**config.mk**
```make
export PLATFORM = sky130hd
export DESIGN_NAME = pipe_stage_buffer
export DESIGN_NICKNAME = d
export VERILOG_FILES = /design/src/rtl/pipe_stage_buffer.sv
export SDC_FILE = /design/constraint.sdc
export NUM_CORES = 1
export LEC_CHECK = 0
export CORE_MARGIN = 2
export CORE_UTILIZATION = 46
export DETAILED_ROUTE_END_ITERATION = 6
export PLACE_DENSITY = 0.87
export SLEW_MARGIN = 20
export SYNTH_ARGS = -nofsm -noshare
export SYNTH_HDL_FRONTEND = slang
export SYNTH_SLANG_ARGS = --single-unit
```
**constraint.sdc**
```tcl
create_clock -name clk -period 1.87 [get_ports clk]
set_clock_uncertainty 0.2 [all_clocks]
set_input_delay 0.374 -clock clk [delete_from_list [all_inputs] [get_ports clk]]
set_output_delay 0.374 -clock clk [all_outputs]
set_load 0.02 [all_outputs]
```
**src/rtl/pipe_stage_buffer.sv**
```systemverilog
`default_nettype none
// ============================================================================
// pipe_stage_buffer : PC/instruction pipeline stage, skid or pass register
// Revision 1.0 : initial release
// ============================================================================
module pipe_stage_buffer #(
   parameter int              PC_W     = 32,
   parameter int              INSTR_W  = 32,
   parameter logic [PC_W-1:0] FLUSH_PC = 32'h0040_0000,
   parameter int              SKID     = 1,
   parameter int              CNT_W    = 16
) (
   input  logic               clk,
   input  logic               reset,
   input  logic               flush,
   input  logic               up_valid,
   output logic               up_ready,
   input  logic [PC_W-1:0]    up_pc,
   input  logic [INSTR_W-1:0] up_instr,
   output logic               dn_valid,
   input  logic               dn_ready,
   output logic [PC_W-1:0]    dn_pc,
   output logic [INSTR_W-1:0] dn_instr,
   output logic [CNT_W-1:0]   stall_cnt,
   output logic [CNT_W-1:0]   flush_cnt
);

   typedef enum logic [1:0] {
      ST_EMPTY = 2'd0,
      ST_ONE   = 2'd1,
      ST_TWO   = 2'd2
   } state_t;

   localparam logic [CNT_W-1:0] c_cnt_max = '1;
   localparam logic [CNT_W-1:0] c_cnt_one = {{(CNT_W-1){1'b0}}, 1'b1};

   logic               r_dn_valid;
   logic [PC_W-1:0]    r_dn_pc;
   logic [INSTR_W-1:0] r_dn_instr;
   logic [CNT_W-1:0]   r_stall_cnt;
   logic [CNT_W-1:0]   r_flush_cnt;
   logic               w_up_xfer;
   logic               w_dn_xfer;

   assign w_dn_xfer = r_dn_valid & dn_ready;

   generate
      if (SKID != 0) begin : g_skid
         state_t             r_state;
         logic               r_up_ready;
         logic [PC_W-1:0]    r_skid_pc;
         logic [INSTR_W-1:0] r_skid_instr;

         assign w_up_xfer = up_valid & r_up_ready;
         assign up_ready  = r_up_ready;

         // up_ready is a register: it stays low through reset and rises on the first edge after.
         always_ff @(posedge clk or negedge reset) begin
            if (!reset) begin
               r_state      <= ST_EMPTY;
               r_up_ready   <= 1'b0;
               r_dn_valid   <= 1'b0;
               r_dn_pc      <= FLUSH_PC;
               r_dn_instr   <= '0;
               r_skid_pc    <= '0;
               r_skid_instr <= '0;
            end else if (flush) begin
               r_state      <= ST_EMPTY;
               r_up_ready   <= 1'b1;
               r_dn_valid   <= 1'b0;
               r_dn_pc      <= FLUSH_PC;
               r_dn_instr   <= '0;
               r_skid_pc    <= '0;
               r_skid_instr <= '0;
            end else begin
               r_up_ready <= 1'b1;
               case (r_state)
                  ST_EMPTY: begin
                     if (w_up_xfer) begin
                        r_dn_pc    <= up_pc;
                        r_dn_instr <= up_instr;
                        r_dn_valid <= 1'b1;
                        r_state    <= ST_ONE;
                     end
                  end
                  ST_ONE: begin
                     if (w_up_xfer && w_dn_xfer) begin
                        r_dn_pc    <= up_pc;
                        r_dn_instr <= up_instr;
                     end else if (w_dn_xfer) begin
                        r_dn_valid <= 1'b0;
                        r_state    <= ST_EMPTY;
                     end else if (w_up_xfer) begin
                        r_skid_pc    <= up_pc;
                        r_skid_instr <= up_instr;
                        r_up_ready   <= 1'b0;
                        r_state      <= ST_TWO;
                     end
                  end
                  ST_TWO: begin
                     if (w_dn_xfer) begin
                        r_dn_pc    <= r_skid_pc;
                        r_dn_instr <= r_skid_instr;
                        r_state    <= ST_ONE;
                     end else begin
                        r_up_ready <= 1'b0;
                     end
                  end
                  default: begin
                     r_state    <= ST_EMPTY;
                     r_dn_valid <= 1'b0;
                  end
               endcase
            end
         end
      end else begin : g_pass
         assign up_ready  = dn_ready | ~r_dn_valid;
         assign w_up_xfer = up_valid & up_ready;

         always_ff @(posedge clk or negedge reset) begin
            if (!reset) begin
               r_dn_valid <= 1'b0;
               r_dn_pc    <= FLUSH_PC;
               r_dn_instr <= '0;
            end else if (flush) begin
               r_dn_valid <= 1'b0;
               r_dn_pc    <= FLUSH_PC;
               r_dn_instr <= '0;
            end else if (w_up_xfer) begin
               r_dn_valid <= 1'b1;
               r_dn_pc    <= up_pc;
               r_dn_instr <= up_instr;
            end else if (w_dn_xfer) begin
               r_dn_valid <= 1'b0;
            end
         end
      end
   endgenerate

   // Statistics survive flush; only reset clears them.
   always_ff @(posedge clk or negedge reset) begin
      if (!reset) begin
         r_stall_cnt <= '0;
         r_flush_cnt <= '0;
      end else begin
         if (r_dn_valid && !dn_ready && (r_stall_cnt != c_cnt_max))
            r_stall_cnt <= r_stall_cnt + c_cnt_one;
         if (flush && (r_flush_cnt != c_cnt_max))
            r_flush_cnt <= r_flush_cnt + c_cnt_one;
      end
   end

   assign dn_valid  = r_dn_valid;
   assign dn_pc     = r_dn_pc;
   assign dn_instr  = r_dn_instr;
   assign stall_cnt = r_stall_cnt;
   assign flush_cnt = r_flush_cnt;

endmodule
`default_nettype wire
```
==> results.cfg, run 1 <==
[setup_path]
crit_fanout = 8
arrival_ns = 2.22
crit_start = g_skid.r_state[0]
end_kind = flip-flop
regToRegStartpoint = g_skid.r_state[0]
rr_worst_depth = 8
path_class = reg -> reg
critical_path.cell_chain = inv_2 > ha_4 > or3_4 > a31oi_4 > buf_12 > buf_12 > buf_16 > o31ai_1
cp.required_ns = 1.97
critPathMaxStageDelay_ns = 0.42
regToRegSetupSlack_ns = -0.25
cp_slowest_cell = dfrtp_1
cp_common_cell = buf_12
crit_path_start_kind = flip-flop

[synth]
ys_seq_area_frac = 0.5474
synth-edff-count = 0
syn_area_per_cell_um2 = 10.01
synth_cell_type_count = 45
ys_seq_elements = 164
synthFlopType = dfrtp_1
yosysWarnings = 0
synth_area_leader_cell = dfrtp_1
async_flop_share = 1.000
synth_most_common_cell = nand2_1
syn_area_um2 = 7500
yosys-top-cells-count = nand2_1 (215), dfrtp_1 (163), a21oi_1 (70)
synthCells = 749
syn_nets = 825
yosys.area.top_type_share = 0.5439
synth_area_leaders = dfrtp_1 (54%), nand2_1 (11%), mux2i_1 (8.7%)

[drt]
drc = 0
drtAntennaViolNets = 0
drt_iter0_markers = 438
drt_wl_total_mm = 21.71
wire_per_inst_um = 18.05
drt-pass1-iter-count = 5
via_per_inst = 5.523
vias = 6644

[placement]
io_buffers = 166
routabilityCongestion = 0.8449
pre_cts_ws_ns = -0.3784
dpl_cell_area_um2 = 9962
hpwl_mm = 12.89
dp.cells = 1144

[floorplan]
core_area_um2 = 15890
start_util = 0.4721
die_h_um = 131.7
die_x_um = 131.7
std_cell_rows = 46
dieArea_um2 = 17340
ios = 167

[finish]
area_delta_synth_final_pct = 52.55
fin_util = 0.7202
final_area_um2 = 11440
n_antenna_cell = 0
drive_gt1_frac = 0.2746
nets = 1050
final-instance-count-excl-fill = 1203

[global_route]
grtUsageTotal = 0.2410
grt_antenna_before_repair = 0
grt_max_degree = 77
grt_pass1_wl_mm = 33.40
grt-ovfl-total = 0
first_global_vias = 6495

[hold_path]
worst_hold_path_type = in -> async

[sta]
finalCritPeriodShare = 1.133
tightest_slew_ns = 0.7326
clock.fmax_ghz = 0.4721
setup_ws_ns = -0.2481
hold_viol = 0
period_needed_ns = 2.118
maxSlewViolCount = 0
setup_viol = 120
slew_headroom = 0.5116
rsz0062_at_grt = true

[cts]
htree_levels = 4
insertion_delay_ns = 0.43
clk_pin_slew_worst_paths_ns = 0.07
clock_path_buffers = 2
root_buffer = clkbuf_16
cts_tree = built
cts_made_buffers = 17
cts.sinks = 164

[job]
drv_cap = 0

[power_and_ir_drop]
power.density_nw_per_um2 = 1290
peakVddDrop_mv = 0.8370
power_leakage_nw = 5.030

[outcome]
status = complete, but fails checks
violations = negative setup slack
-- flip-flops by register name, indices dropped and copies added (netlist names) --
signal / flops
dn_instr: 32
dn_pc: 32
g_skid.r_skid_instr: 32
g_skid.r_skid_pc: 32
flush_cnt: 16
stall_cnt: 16
g_skid.r_state: 2
dn_valid: 1
up_ready: 1
-- timing repair --
action,in CTS,in global routing
hold buffers,1,0
pin swaps,21,12
resized for setup,183,101
cloned,6,6
endpoints found under the setup margin,227,158
hold endpoints to repair,163,0
setup buffers,12,5
-- kinds of logic (layout without fill, tap and decap cells) --
| kind of cell | after synthesis | in the layout | synth area share |
|---|---|---|---|
| xor gates and xnor gates | 23 | 23 | 0.02686 |
| muxes | 71 | 71 | 0.09576 |
| buffers and inverters | 57 | 295 | 0.03187 |
| adders and majority gates | 7 | 7 | 0.01168 |
| AOI/OAI and AO/OA | 156 | 156 | 0.1336 |
| DFF | 164 | 164 | 0.5474 |
| and+or+nand+nor | 271 | 271 | 0.1528 |
-- path summary, 6_finish.rpt --
| path | end |
|---|---|
| setup / recovery | dn_pc[11] |
| hold reg to reg | dn_instr[26] |
| max in group asynchronous | dn_pc[22] |
| setup reg to reg | dn_pc[11] |
| hold / removal | flush_cnt[13] |
| min in group clk | dn_instr[26] |
-- through the flow --
stage	hold WS [ns]	setup TNS (ns)	power (mW)
global route	0.1771	-23.56	15.45
CTS	0.1550	-10.15	14.25
finish	0.1660	-16.07	14.76
detailed placement	0.03331	-41.71	10.15
floorplan	-0.1216	-6.870	7.693
global placement	0.03241	-35.93	10.01
-- routing by layer --
metal,track usage,routed length [um],share of wire
met4,0.08816,494,0.023
met3,0.05401,1302,0.060
met2,0.3982,10820,0.50
met5,0,0,0
met1,0.3120,9100,0.42
-- critical path: cells and delay by family, from the launching register on --
kind	cells	cell delay (ns)
buffers and inverters	4	0.51
DFF	1	0.42
AOI/OAI and AO/OA	2	0.30
and+or+nand+nor	1	0.38
adders and majority gates	1	0.17
-- cells in the final DEF (no fill, tap or decap), drive strengths merged, types with 8 or more instances in the layout --
cell	count
nand2	215
dfrtp	163
buf	89
dlygate4sd2	79
a21oi	70
mux2i	65
clkdlybuf4s50	65
o31ai	64
clkbuf	31
xor2	15
inv	12
nand4	11
nor2	11
clkdlybuf4s15	10
xnor2	8
-- report_power, final --
part / internal (mW) / switching, mW / total (mW)
combinational: 2.94 / 3.32 / 6.26
sequential: 4.34 / 0.624 / 4.96
clock: 2.00 / 1.54 / 3.54
-- layout make-up --
| cell class | instances | area (um^2) |
|---|---|---|
| clock buffer | 17 | 425.4 |
| timing repair buffer | 258 | 2724 |
| tap | 216 | 270.3 |
| clock inverter | 15 | 168.9 |
| inverter | 5 | 18.77 |
| sequential | 164 | 4131 |
| multi-input combinational | 528 | 3702 |
| fill | 1121 | 4444 |
Note: power is estimated with default switching activity, not from simulation.
==> run 2: changes to the inputs <==
ABC_AREA = 0   (was not set)
CORE_UTILIZATION = 51   (was 46)
PLACE_DENSITY = 0.91   (was 0.87)
clock period = 2.1 ns   (was 1.87 ns; I/O delays follow)
==> run 2 against run 1 <==
Net effect: the flow still finishes with violations (negative setup slack); worst setup slack improved by 0.23 ns; hold slack improved by 0.10 ns; cell area decreased by 6.2%; non-clock buffer count decreased by 26; critical endpoint is now dn_instr[4]; sequential power decreased by 12%; count of clock-buffer cells in the layout increased by 6.
==> results.cfg, run 2 (same netlist as run 1, synthesis figures left out) <==
[placement]
dpl_cell_area_um2 = 9658
hpwl_mm = 12.32
routabilityCongestion = 0.8866
io_buffers = 166

[cts]
cts_tree = built
root_buffer = clkbuf_16
clock_path_buffers = 2
insertion_delay_ns = 0.44
htree_levels = 4
cts.sinks = 164
clk_pin_slew_worst_paths_ns = 0.06
cts_made_buffers = 17

[finish]
layout_commonest_cell = nand2_1
num-fill-cells = 978
multi_input_area_um2 = 3269
final_area_um2 = 10730
layout_common_cells = nand2_1 (214), dfrtp_1 (160), clkdlybuf4s50_1 (133), a21oi_1 (70), mux2i_1 (65)
drive_gt1_frac = 0.1342
n_antenna_cell = 0
area_delta_synth_final_pct = 43.11
register_area_um2 = 4109
nets = 1024

[sta]
period_needed_ns = 2.121
rsz0062_at_grt = true
setup_ws_ns = -0.02053
tightest_slew_ns = 0.5575
hold_ws_ns = 0.2668
clock.fmax_ghz = 0.4716
setup_viol = 14
finalCritPeriodShare = 1.010
hold_viol = 0
maxSlewViolCount = 0
slew_headroom = 0.6283
fin_setup_tns_ns = -0.1002

[floorplan]
die_x_um = 125.3
start_util = 0.5200
core_area_um2 = 14420
die_h_um = 125.3
std_cell_rows = 44
ios = 167
dieArea_um2 = 15690

[setup_path]
arrival_ns = 2.25
cp_common_cell = buf_6
end_kind = flip-flop
critPathMaxStageDelay_ns = 0.41
crit_path_start_kind = flip-flop
cp_slowest_cell = dfrtp_1
path_class = reg -> reg
cp.required_ns = 2.23
critical_path.cell_chain = buf_6 > ha_4 > or3_4 > a31oi_4 > buf_6 > clkbuf_16 > nand2_1 > o31ai_1
crit_fanout = 8

[power_and_ir_drop]
combPwrFrac = 0.411
switchingPower_mw = 4.548
power_leakage_nw = 4.642
p_clk_frac = 0.250
peakVddDrop_mv = 0.6578
seqPwrFrac = 0.339
swShare = 0.3544
power.density_nw_per_um2 = 1196
power.internal_mw = 8.285

[global_route]
grt-ovfl-total = 0
grt_antenna_before_repair = 0
grt_pass1_wl_mm = 31.17
first_global_vias = 6266
grt_max_degree = 104
grtUsageTotal = 0.2474

[drt]
vias = 6614
drc = 0
drt_iter0_markers = 516
drt_wl_total_mm = 21.21
wire_per_inst_um = 18.52
drtAntennaViolNets = 0
drt-pass1-iter-count = 5
via_per_inst = 5.776

[outcome]
status = complete, but fails checks
violations = negative setup slack

[hold_path]
worst_hold_path_type = reg -> reg

[job]
drv_cap = 0
-- run 2: cell type report --
class,count,share of cell area
sequential,164,0.3828
multi-input combinational,528,0.3046
clock inverter,9,0.01177
tap,184,0.02145
timing repair buffer,232,0.2330
clock buffer,23,0.04453
inverter,5,0.001749
-- run 2: timing repair --
action	in CTS	in global routing
gates resized for setup	31	28
hold endpoints to repair	44	0
endpoints found under the setup margin	89	73
pin swaps	0	2
setup buffers	6	3
hold buffers	1	0
gates cloned	2	12
-- run 2: layer usage --
metal,vias up,share of wire,global-route usage
met5,-,0,0
met4,0,0.031,0.1007
met3,49,0.060,0.05049
met2,261,0.50,0.4191
met1,3290,0.41,0.3125
li1,3014,-,-
-- run 2: per-stage QoR --
step	std cells	setup WS (ns)	utilization	total power, mW
after floorplan	749	0.01783	-	6.627
after global placement	1089	-0.1428	0.6696	8.575
after detailed placement	1089	-0.2090	0.6696	8.703
after CTS	1130	0.002612	0.7183	12.09
after global routing	1145	-0.1003	0.7441	13.40
final	1145	-0.02053	0.7441	12.83
-- run 2: power by group through the flow --
stage                     Clock, mW  Combinational, mW  Sequential, mW
after floorplan                   0               1.68            4.95
after global placement            0               4.24            4.34
after detailed placement          0               4.33            4.37
after CTS                      3.23               4.53            4.33
after global routing           3.38               5.59            4.43
final                          3.21               5.28            4.35
-- run 2: critical path: cells and delay by family, from the launching register on --
kind | cells | cell delay (ns)
buffers and inverters | 3 | 0.48
AOI/OAI and AO/OA | 2 | 0.36
DFF | 1 | 0.41
and+or+nand+nor | 2 | 0.40
adders and majority gates | 1 | 0.15
-- run 2: worst paths after layout --
path | startpoint | cells past startpoint | end | slack [ns]
max in group asynchronous | reset | 3 | dn_pc[22] | 0.75
max | g_skid.r_state[1] | 8 | dn_instr[4] | -0.02
min | dn_pc[22] | 2 | dn_pc[22] | 0.27
min reg2reg | dn_pc[22] | 2 | dn_pc[22] | 0.27
min in group asynchronous | reset | 2 | flush_cnt[8] | 0.34
max reg2reg | g_skid.r_state[1] | 8 | dn_instr[4] | -0.02
==> run 3: changes to the inputs <==
CORE_MARGIN = not set   (was 2)
CORE_UTILIZATION = 55   (was 51)
DONT_BUFFER_PORTS = 1   (was not set)
PLACE_DENSITY = 0.8   (was 0.91)
REMOVE_ABC_BUFFERS = 1   (was not set)
==> run 3 against run 2 <==
Net effect: the flow finishes with violations (negative hold slack, negative setup slack); hold slack got worse by 0.78 ns; clock power increased by 5%; register-to-register slack got worse by 0.02 ns; sequential power increased by 12%; cell area decreased by 18%; largest power group is now registers; critical endpoint is now dn_pc[21]; total power decreased by 11%; first-iteration DRC count decreased by 3.1%; flip-flop and latch count unchanged; utilization decreased by 7.9 points.
==> results.cfg, run 3 (same netlist as run 1, synthesis figures left out) <==
[outcome]
status = complete, but fails checks
violations = negative hold slack, negative setup slack

[sta]
period_needed_ns = 2.138
fin_setup_tns_ns = -0.06349
setup_viol = 5
setup_ws_ns = -0.03828
hold_ws_ns = -0.5182
slew_headroom = 0.6717
finalCritPeriodShare = 1.018
maxSlewViolCount = 0
hold_viol = 294
tightest_slew_ns = 0.4887
clock.fmax_ghz = 0.4677
rsz0062_at_grt = true

[global_route]
grt_antenna_before_repair = 0
grt-ovfl-total = 0
grtUsageTotal = 0.2704
grt_pass1_wl_mm = 29.90
grt_max_degree = 165
first_global_vias = 5915

[finish]
layout_common_cells = nand2_1 (215), dfrtp_1 (162), a21oi_1 (70), mux2i_1 (65), o31ai_1 (64)
final-instance-count-excl-fill = 964
fin_util = 0.6653
drive_gt1_frac = 0.1447
layout_commonest_cell = nand2_1
n_antenna_cell = 0
area_delta_synth_final_pct = 17.95
nets = 851

[cts]
htree_levels = 4
root_buffer = clkbuf_16
clock_path_buffers = 2
cts_tree = built
cts_made_buffers = 17
insertion_delay_ns = 0.44
clk_pin_slew_worst_paths_ns = 0.07
cts.sinks = 164

[floorplan]
std_cell_rows = 42
start_util = 0.5641
core_area_um2 = 13300
die_h_um = 118.8
ios = 167
dieArea_um2 = 14110
die_x_um = 118.8

[power_and_ir_drop]
peakVddDrop_mv = 0.7992
power_leakage_nw = 3.727
power.density_nw_per_um2 = 1286

[setup_path]
regToRegSetupSlack_ns = -0.04
arrival_ns = 2.25
critPathMaxStageDelay_ns = 0.40
critical_path.cell_chain = inv_1 > ha_2 > or3_4 > a31oi_4 > buf_12 > buf_16 > nand2_1 > o31ai_1
crit_path_start_kind = flip-flop
crit_fanout = 16
cp.required_ns = 2.21
cp_slowest_cell = or3_4
rr_worst_depth = 8
end_kind = flip-flop
regToRegStartpoint = g_skid.r_state[1]
r2r-end = dn_pc[21]
path_class = reg -> reg

[job]
drv_cap = 0

[drt]
vias = 5833
wire_per_inst_um = 19.16
drt_iter0_markers = 500
via_per_inst = 6.051
drtAntennaViolNets = 0
drt_wl_total_mm = 18.47
drc = 0
drt-pass1-iter-count = 6

[placement]
io_buffers = 0
hpwl_mm = 11.22
routabilityCongestion = 0.9523
pre_cts_ws_ns = -0.04598
dp.cells = 925

[hold_path]
worst_hold_path_type = in -> async
## run 3: changes by cell type in the layout (fill, tap and decap cells not counted), moves of 3 or more
| cell | delta |
|---|---|
| buf_4 | +7 |
| buf_6 | -6 |
| clkbuf_16 | -6 |
| clkdlybuf4s50_1 | -133 |
| clkinv_2 | -4 |
| dlygate4sd2_1 | -25 |
| dlymetal6s2s_1 | -6 |
| inv_6 | +3 |
| o31ai_1 | +3 |
| o31ai_2 | -3 |
## run 3: metrics by stage
step                total power [mW]  instance area, um^2
global placement               7.529                 8044
global route                   11.92                 8846
detailed placement             7.715                 8044
floorplan                      6.091                 7279
CTS                            11.30                 8791
finish                         11.38                 8846
## run 3: repair_timing
item,in CTS,in global routing
cloned,1,2
resized for setup,10,2
pin swaps,0,0
endpoints found under the setup margin,44,60
setup buffers,4,0
endpoints found under the hold margin,295,294
## run 3: cell type report
cell class | instances | area, um^2
inverters | 5 | 18.77
fillers | 1002 | 4449
clock inverters | 13 | 197.7
multi-input cells | 528 | 3209
repair buffers | 59 | 650.6
flip-flops and latches | 164 | 4106
clock buffers | 19 | 442.9
well taps | 176 | 220.2
## run 3: critical path: cells and delay by family, from the launching register on
| family | cells | cell delay [ns] |
|---|---|---|
| AO/OA/AOI/OAI | 2 | 0.29 |
| buffers and inverters | 3 | 0.46 |
| adder cells (fa/ha/maj) | 1 | 0.20 |
| AND/OR/NAND/NOR | 2 | 0.49 |
| flip-flops | 1 | 0.38 |
## run 3: routing by layer
metal / up-vias / track usage / part of all wire
met3: 43 / 0.09025 / 0.092
met5: - / 0 / 0
met2: 248 / 0.4507 / 0.50
met4: 0 / 0.1068 / 0.023
met1: 2882 / 0.3222 / 0.39
li1: 2660 / - / -
## run 3: how the worst max path moves through the flow
stage / start / to / slack, ns
final: g_skid.r_state[1] / dn_pc[21] / -0.04
after global routing: g_skid.r_state[1] / dn_pc[21] / -0.09
after CTS: g_skid.r_state[0] / dn_pc[21] / 0.002
after detailed placement: g_skid.r_state[1] / dn_instr[2] / -0.05
after global placement: g_skid.r_state[1] / dn_instr[25] / 0.06
after floorplan: g_skid.r_state[0] / dn_pc[22] / -6.68
## run 3: report_power, final
group | leakage (nW) | total (mW) | internal, mW | switching, mW
combinational | 1.25 | 3.12 | 1.39 | 1.73
clock | 0.303 | 3.37 | 2.04 | 1.33
sequential | 2.18 | 4.88 | 3.84 | 1.04
total | 3.73 | 11.4 | 7.28 | 4.10
